## src/rtl/uart_rx_os16.sv

```systemverilog
`default_nettype none
// ============================================================================
// Module   : uart_rx_os16
// Purpose  : 8N1 UART receiver, 16x oversampled with 2-of-3 majority voting
// Revision : 1.0
// ============================================================================
module uart_rx_os16 #(
  parameter int unsigned DIV = 326
) (
  input  logic       clk,
  input  logic       rst,
  input  logic       rx_in,
  output logic [7:0] bus_out,
  output logic       rx_valid,
  output logic       frame_err,
  output logic       rx_busy
);

  localparam logic [15:0] c_div_last = 16'(DIV - 1);

  typedef enum logic [1:0] {
    S_IDLE  = 2'd0,
    S_START = 2'd1,
    S_DATA  = 2'd2,
    S_STOP  = 2'd3
  } state_t;

  state_t      state_q;
  logic        s1_q, s2_q, s3_q;
  logic [15:0] cnt_q;
  logic [3:0]  sub_q;
  logic [2:0]  idx_q;
  logic [1:0]  samp_q;
  logic [7:0]  shreg_q;
  logic [7:0]  bus_q;
  logic        valid_q, err_q, busy_q;

  logic w_tick, w_start, w_maj;

  assign w_tick  = (cnt_q == c_div_last);
  assign w_start = (state_q == S_IDLE) && !s2_q && s3_q;
  // Third vote is the live synchronized sample taken on the sub-count 9 tick.
  assign w_maj   = (samp_q[0] & samp_q[1]) | (samp_q[0] & s2_q) | (samp_q[1] & s2_q);

  assign bus_out   = bus_q;
  assign rx_valid  = valid_q;
  assign frame_err = err_q;
  assign rx_busy   = busy_q;

  always_ff @(posedge clk) begin
    if (rst) begin
      state_q <= S_IDLE;
      s1_q    <= 1'b1;
      s2_q    <= 1'b1;
      s3_q    <= 1'b1;
      cnt_q   <= '0;
      sub_q   <= '0;
      idx_q   <= '0;
      samp_q  <= '0;
      shreg_q <= '0;
      bus_q   <= '0;
      valid_q <= 1'b0;
      err_q   <= 1'b0;
      busy_q  <= 1'b0;
    end else begin
      s1_q    <= rx_in;
      s2_q    <= s1_q;
      s3_q    <= s2_q;
      valid_q <= 1'b0;
      err_q   <= 1'b0;

      if (state_q == S_IDLE) begin
        cnt_q <= '0;
        sub_q <= '0;
        idx_q <= '0;
        if (w_start) begin
          state_q <= S_START;
          busy_q  <= 1'b1;
        end
      end else begin
        cnt_q <= w_tick ? 16'd0 : cnt_q + 16'd1;
        if (w_tick) begin
          sub_q <= sub_q + 4'd1;
          if (sub_q == 4'd7) samp_q[0] <= s2_q;
          if (sub_q == 4'd8) samp_q[1] <= s2_q;

          case (state_q)
            S_START: begin
              if (sub_q == 4'd9 && w_maj) begin
                state_q <= S_IDLE;
                busy_q  <= 1'b0;
              end else if (sub_q == 4'd15) begin
                state_q <= S_DATA;
                idx_q   <= '0;
              end
            end
            S_DATA: begin
              if (sub_q == 4'd9) shreg_q <= {w_maj, shreg_q[7:1]};
              if (sub_q == 4'd15) begin
                if (idx_q == 3'd7) state_q <= S_STOP;
                else               idx_q   <= idx_q + 3'd1;
              end
            end
            S_STOP: begin
              // Leave mid stop bit so an early next start edge is not missed.
              if (sub_q == 4'd9) begin
                if (w_maj) begin
                  bus_q   <= shreg_q;
                  valid_q <= 1'b1;
                end else begin
                  err_q   <= 1'b1;
                end
                state_q <= S_IDLE;
                busy_q  <= 1'b0;
              end
            end
            default: state_q <= S_IDLE;
          endcase
        end
      end
    end
  end

endmodule
`default_nettype wire
```

## config.mk

```make
export PLATFORM = sky130hd
export DESIGN_NAME = uart_rx_os16
export DESIGN_NICKNAME = d
export VERILOG_FILES = /design/src/rtl/uart_rx_os16.sv
export SDC_FILE = /design/constraint.sdc
export NUM_CORES = 1
export LEC_CHECK = 0
export CAP_MARGIN = 0
export CORE_ASPECT_RATIO = 2
export CORE_MARGIN = 2
export CORE_UTILIZATION = 52
export DETAILED_ROUTE_END_ITERATION = 10
export PLACE_DENSITY = 0.76
export SLEW_MARGIN = 5
export SYNTH_ARGS = -nofsm -noshare
export SYNTH_HDL_FRONTEND = slang
export SYNTH_SLANG_ARGS = --single-unit
```

## constraint.sdc

```tcl
create_clock -name clk -period 1.8 [get_ports clk]
set_clock_uncertainty 0.1 [all_clocks]
set_input_delay 0.36 -clock clk [delete_from_list [all_inputs] [get_ports clk]]
set_output_delay 0.36 -clock clk [all_outputs]
set_load 0.01 [all_outputs]
```

# Yosys cells after proc, flatten, opt, wreduce, memory -nomap -nowiden
# Index checks and enable logic that the tools add are counted.
# word_totals
wordCells	85
regBits	49
output_inout_bits	11
# classes
bitwise	9
reduce_logical	18
n_addsub	3
eq_ne	19
n_mux	22
# ops
operator	n
$add A16 B1 Y16 const B	1
$eq A16 B9 Y1 const B	1
$mux W2	8
$eq A4 B4 Y1 const B	3
$mux W3	4
$ne A3 B3 Y1 const B	4
$reduce_and A6 Y1	2
$ne A2 B2 Y1 const B	5
$reduce_and A5 Y1	2
$mux W1	7
$pmux W2 S3	1
$pmux W3 S2	1
$reduce_and A3 Y1	2
$reduce_or A5 Y1	1
$add A4 B1 Y4 const B	1
$eq A2 B2 Y1 const B	2
$eq A4 B3 Y1 const B	1
$ne A4 B4 Y1 const B	1
$not A1 Y1	4
$reduce_and A4 Y1	1
$reduce_bool A2 Y1	2
$add A3 B1 Y3 const B	1
$and A1 B1 Y1	3
$eq A3 B3 Y1 const B	1
9 further kinds	12

# Depth between registers and ports, before layout
# depth
ltp_word	8
depth_mapped	8
ltp_nobuf	7

# Worst setup path before layout
# OpenSTA, ideal clock, no wires.
# synth_timing
kind	register to register
from	register cnt_q[0]
to	register bus_q[4] (netlist: bus_out[4])
stages_incl_launch_ff	8
t_required_ps	1572
arrival_time_ps	1733
path_slack_ps	-161
cell_sequence	dfxtp_1 ha_1 nor3b_1 nand4_4 nor4b_2 buf_4 mux2i_1 nor2_1
# synth_via
elab_chain_cells	2
# synth_lines
element	line	text
start, declared	30	logic [15:0] cnt_q;
start signal, assigned	81	cnt_q <= w_tick ? 16'd0 : cnt_q + 16'd1;
$eq A16 B9 Y1	40	assign w_tick = (cnt_q == c_div_last);
$reduce_and A5 Y1 (no source line)	--	
end signal, assigned	108	bus_q <= shreg_q;
end, declared	35	logic [7:0] bus_q;
# Every way passes these cells.
# A chain may end at the register's enable or synchronous reset.

# Worst setup path after layout
# layout_timing
from	register cnt_q[1]
to	register samp_q[0]
# layout_via
elab_chain_cells	2
# layout_lines
element	line	text
$eq A16 B9 Y1	40	
$reduce_and A3 Y1 (no source line)	--	
end signal, assigned	84	if (sub_q == 4'd7) samp_q[0] <= s2_q;
end, declared	33	logic [1:0] samp_q;
# Every way passes these cells.

==> results.json <==
{
  "portBuffers": 13,
  "grt_setup_unrepaired": "true",
  "core_area_mm2": 0.00413,
  "regToRegSetupSlack_ns": -0.1,
  "grt_pass1_vias": 1937,
  "fp.dieW_um": 50.5,
  "async_flop_share_pct": 0,
  "yosys_warnings": 0,
  "worstPathArrival_ns": 2.00,
  "end_kind": "flip-flop",
  "nNetsFinal": 304,
  "drt_iter0_drc": 44,
  "reg2reg_to": "samp_q[0]$_SDFFE_PP0P_",
  "p_leak_nw": 1.06,
  "final_common_cell": "nor2_1",
  "grt_max_degree": 26,
  "grt_usage_pct": 22.5,
  "insertion_delay_ns": 0.31,
  "ctsHoldBuffers": 0,
  "final_antenna_net_count": 0,
  "fin_area_mm2": 0.00295,
  "reg2reg_from": "cnt_q[1]$_SDFF_PP0_",
  "clock_sinks": 49,
  "synth_cells": 237,
  "fin_util_pct": 71.5,
  "startpoint_type": "flip-flop",
  "violations": "setup timing",
  "syn-cell-area_mm2": 0.00224,
  "area_growth_pct": 31.5,
  "cp_max_fo": 4,
  "layout_common_cells": "44 x nor2_1, 42 x dfxtp_1, 38 x buf_4",
  "drv_slew": 0,
  "ys_seq_area_share_pct": 43.7,
  "power_mw": 1.83,
  "dp_hpwl_um": 3550,
  "critical_path_class": "flip-flop to flip-flop",
  "tightest_slew_ns": 0.302,
  "fillerInstances": 310,
  "numCtsBuffers": 5,
  "powerDensity_mw_per_mm2": 618,
  "setup_viol": 17,
  "ioPinCount": 14,
  "placementRows": 33,
  "synth-seq-cells": 49,
  "status": "finished, violations left",
  "cp.required_ns": 1.91,
  "synth_flop_cell": "dfxtp_1",
  "start_util_pct": 54.4,
  "synth_nets": 251,
  "clockRootBuffer": "clkbuf_8",
  "post_route_cells_drive_above_1_share_pct": 30.2,
  "synth-edff-count": 0,
  "drtPass1Iterations": 4,
  "gp_congestion": 0.878,
  "drv_cap": 0,
  "postPlaceCellArea_mm2": 0.00270,
  "synth_cell_types": 43,
  "finalCritPeriodShare_pct": 105,
  "vias": 1859,
  "rr_worst_depth": 9,
  "grt_overflow_total": 0,
  "max_freq_mhz": 527,
  "die_h_um": 96.9,
  "clkTransAtPathRegs_ns": 0.09,
  "hold_viol": 0,
  "dieArea_mm2": 0.00489,
  "cts_buffer_depth": 2,
  "timing.final.crit_period_ns": 1.90,
  "drc": 0,
  "wl_um": 5060,
  "htreeDepth": 2,
  "cp-startpoint": "cnt_q[1]$_SDFF_PP0_",
  "hold_path.class": "flip-flop to flip-flop",
  "fin_ws_ns": -0.0959,
  "antenna_found_initial": 0,
  "avgSynthCellArea_um2": 9.47,
  "endpoint": "samp_q[0]$_SDFFE_PP0P_",
  "grt_pass1_wl_um": 8400,
  "wl_per_cell_um": 14.7,
  "ir_drop_uv": 588,
  "cts_tree": "built",
  "slew_headroom_pct": 79.7,
  "via_per_inst": 5.42,
  "insertedDiodeCount": 0
}
per-stage QoR:
stage | setup slack [ns] | hold WS (ns) | instances | setup TNS, ns
6_report | -0.0959 | 0.318 | 343 | -0.596
5_1_grt | -0.176 | 0.350 | 343 | -2.21
4_1_cts | -0.0601 | 0.317 | 340 | -0.667
3_5_place_dp | -0.103 | 0.299 | 330 | -0.846
3_3_place_gp | -0.0242 | 0.294 | 330 | -0.162
2_1_floorplan | 0.0100 | 0.289 | 237 | 0
flip-flops by register name (all words and copies together) (netlist names), 2 cells and up:
register / cells
bus_out: 8
cnt_q: 16
idx_q: 3
samp_q: 2
shreg_q: 8
state_q: 2
sub_q: 4
routing by layer:
metal	vias to the layer above	track usage (%)	share of wire, %
met5	-	0	0
met2	43	42.1	58
met1	881	21.2	35
li1	915	-	-
met4	0	14.1	4.5
met3	20	3.86	2.6
worst min path at each step:
stage	from	endpoint	slack, ns	depth (start not counted)
floorplan	s1_q$_SDFF_PP1_	s2_q$_SDFF_PP1_	0.29	1
global placement	s1_q$_SDFF_PP1_	s2_q$_SDFF_PP1_	0.29	1
detailed placement	s1_q$_SDFF_PP1_	s2_q$_SDFF_PP1_	0.30	1
CTS	s1_q$_SDFF_PP1_	s2_q$_SDFF_PP1_	0.32	1
global route	s1_q$_SDFF_PP1_	s2_q$_SDFF_PP1_	0.35	1
finish	s1_q$_SDFF_PP1_	s2_q$_SDFF_PP1_	0.32	1
kinds of logic after synthesis:
| kind of cell | count (synthesis) | synth area share (%) |
|---|---|---|
| XOR/XNOR | 16 | 6.24 |
| flip-flops | 49 | 43.7 |
| AO/OA/AOI/OAI | 20 | 5.41 |
| adder cells (fa/ha/maj) | 12 | 6.58 |
| multiplexers | 19 | 8.47 |
| AND/OR/NAND/NOR | 105 | 26.6 |
| buffers and inverters | 16 | 2.95 |
power breakdown:
group	internal (mW)	total [mW]	switching, mW	leakage (nW)
Clock	0.274	0.656	0.381	0.0374
Sequential	1.09	1.10	0.00480	0.399
Combinational	0.0352	0.0744	0.0392	0.627
critical path, stage by stage (launching register included):
cell and delay [ns]:
dfxtp_2 0.33, inv_2 0.06, ha_4 0.12, nor3b_4 0.22
nand4_4 0.16, buf_4 0.19, nor4_4 0.21, buf_4 0.16
mux2i_1 0.18, nor2_1 0.05
cell usage after synthesis (6+ instances only):
cell / n / area (um^2)
nand2_1: 9 / 33.8
xnor2_1: 9 / 78.8
a21oi_1: 7 / 35.0
mux2i_1: 19 / 190
ha_1: 11 / 138
inv_1: 7 / 26.3
dfxtp_1: 49 / 981
nor2_1: 45 / 169
nand3_1: 10 / 50.1
xor2_1: 7 / 61.3
o21ai_0: 6 / 30.0
layout make-up:
class	count	area (um^2)	share of cell area, %
multi-input cells	172	1320	44.5
flip-flops and latches	49	990	33.5
repair buffers	55	469	15.9
clock buffers	6	72.6	2.46
well taps	52	65.1	2.20
inverters	7	26.3	0.890
clock inverters	2	15.0	0.508
what timing repair did:
item,4_1_cts,5_1_grt
endpoints found under the setup margin,10,28
resized for setup,16,18
pin swaps,9,17
setup buffers,2,3
Note: power is estimated with default switching activity, not from simulation.
==> RTL edit (config.mk and constraints unchanged) <==
The 4 states of `state_t` get a Gray code encoding in 2 bits.
--- a/src/rtl/uart_rx_os16.sv
+++ b/src/rtl/uart_rx_os16.sv
@@ -19,10 +19,10 @@
   localparam logic [15:0] c_div_last = 16'(DIV - 1);
 
   typedef enum logic [1:0] {
-    S_IDLE  = 2'd0,
-    S_START = 2'd1,
-    S_DATA  = 2'd2,
-    S_STOP  = 2'd3
+    S_IDLE  = 2'b00,
+    S_START = 2'b01,
+    S_DATA  = 2'b11,
+    S_STOP  = 2'b10
   } state_t;
 
   state_t      state_q;
Function: same outputs for any inputs over 10 cycles, from zero or initial values and one cycle with rst high; not proved beyond that.
==> RTL edit against the unedited design <==
  * Routed wire length decreased by 1.2%
  * Worst setup slack better by 0.15 ns
  * Hold slack improved by 0.013 ns
  * Critical endpoint is now shreg_q[5]$_SDFFE_PP0P_
  * Synthesized cell count is 7.2% higher
  * Synthesized area rose by 1.1%
  * Sequential cell count did not move
  * Design area fell by 3.9%
Power is not compared: it rests on default switching activity, and its combinational part moved more than twofold at a synthesized area within 25%.
==> RTL edit: results (changes against the unedited design) <==
Global routing
  – Total track usage: 20.41% (-2.1 points)
  – First-pass GRT wire length: 8059 um (-4.0%)
  – Largest net degree at the start of global routing: 21 (-19%)
  – Vias in the first global route: 1,847 (-4.6%)

Timing
  – Actual slew at the worst max-slew pin: 0.5473 ns (+0.2456 ns)
  – FMAX: 0.5729 GHz (+8.6%)

Hold path
  – HP Start: s1_q$_SDFF_PP1_
  – Hold worst-path end: s2_q$_SDFF_PP1_

Synthesis
  – Multiplexer area fraction after synthesis: 2.648% (-5.8 points)
  – Fraction of the mapped netlist area in adder cells: 4.302% (-2.3 points)
  – Seq/Total Area, Yosys: 43.24% (-0.46 points)
  – Synth Net Count: 264 (+5.2%)
  – Post-Synth XOR/XNOR Area: 5.405% (-0.84 points)
  – Area contributors post-synth: dfxtp_1 43%, nand4_1 6.3%, a21oi_1 4.6%
  – Avg Cell Area, Syn: 8.931 um^2 (-5.7%)
  – Synth Area in Compound Gates: 11.69% (+6.3 points)
  – Async SR Flop Fraction: 0% (unchanged)
  – Most common library cells after synthesis: 49 x dfxtp_1, 23 x nand4_1, 22 x nor2_1
  – Cell variety after synth: 44 (+2.3%)

Placed design
  – Port bufs: 13 (unchanged)
  – Gpl congestion: 0.7850 (-11%)
  – Dpl hpwl: 3371 um (-5.1%)
  – Area after DPL: 0.002587 mm^2 (-4.3%)
  – Dpl ws: -0.04028 ns (+0.06269 ns)
  – Placed cells: 328 (-0.61%)

Route
  – Initial DRT Pass Iterations: 4 (unchanged)
  – Initial DRC count: 45 (+2.3%)
  – Vias per inst: 5.730 (+5.7%)
  – Drt wl/cell: 14.51 um (-1.5%)
  – Routed wire length: 4992 um (-1.2%)

Finish
  – Layout cell share with drive strength beyond 1: 21.38% (-8.9 points)
  – # nets final: 299 (-1.6%)
  – Largest register FFs: 16 (unchanged)
  – Filler cells: 343 (+11%)
  – Largest register by flop count: cnt_q

Setup path
  – CP arrival: 1.89 ns (-0.11 ns)
  – Worst R2R Path Depth: 7 (-2)
  – Kind of critical path: reg -> reg
  – Worst setup path endpoint: shreg_q[5]$_SDFFE_PP0P_
  – Crit path max fanout: 17 (+13)
  – R2r setup slk: 0.05 ns (+0.15 ns)
  – CP max stage cell: dfxtp_2
  – CP max stage delay: 0.33 ns (about the same)

Status
  – Status: completed

Clocking
  – Clock-pin slew on the worst setup and hold paths: 0.09 ns (about the same)
  – H-tree depth: 2 (unchanged)
  – Root Driver: clkbuf_8
  – Clock Latency Late Sink: 0.30 ns

Pwr
  – VDD IR max: 650.2 uV
[RTL edit: kinds of logic after synthesis]
kind of cell	after synthesis
simple gates	107
flops	49
compound gates	48
xor+xnor	14
fa+ha+maj	8
buf+inv	22
mux	6
[RTL edit: where the power goes]
part | total (mW) | internal (mW) | switching (mW)
sequential | 1.15 | 1.11 | 0.0447
clock | 0.680 | 0.312 | 0.368
combinational | 0.253 | 0.121 | 0.132
[RTL edit: final cells by class]
| class | count | area share, % |
|---|---|---|
| Inverter | 4 | 0.5293 |
| Clock buffer | 6 | 2.911 |
| Tap cell | 54 | 2.382 |
| Sequential cell | 49 | 34.67 |
| Timing Repair Buffer | 45 | 14.20 |
| Clock inverter | 2 | 0.4852 |
| Multi-Input combinational cell | 184 | 44.82 |
[RTL edit: repair_timing]
action,4_1_cts,5_1_grt
buffers inserted,0,7
hold endpoints to repair,0,0
cloned,0,1
setup endpoints to repair,21,28
pin swaps,0,16
gates resized for setup,2,24
[RTL edit: through the flow]
stage,power (mW),utilization (%),hold slack (ns)
finish,2.085,66.68,0.3303
global route,2.160,66.68,0.3622
CTS,2.057,63.32,0.3363
detailed placement,1.398,60.82,0.3098
global placement,1.388,60.82,0.2993
floorplan,1.302,-,0.2895
[RTL edit: layer usage]
| layer | share of wire (%) | global-route usage (%) |
|---|---|---|
| met1 | 44 | 27.00 |
| met5 | 0 | 0 |
| met3 | 3.1 | 3.385 |
| met2 | 51 | 32.39 |
| met4 | 2.5 | 8.524 |
[RTL edit: worst max-delay path, delay by kind of cell, from the launching register on]
family                   cells  cell delay [ns]
AND/OR/NAND/NOR              3             0.77
AO/OA/AOI/OAI                1             0.15
buffers and inverters        2             0.21
flip-flops                   1             0.33
adder cells (fa/ha/maj)      1             0.12
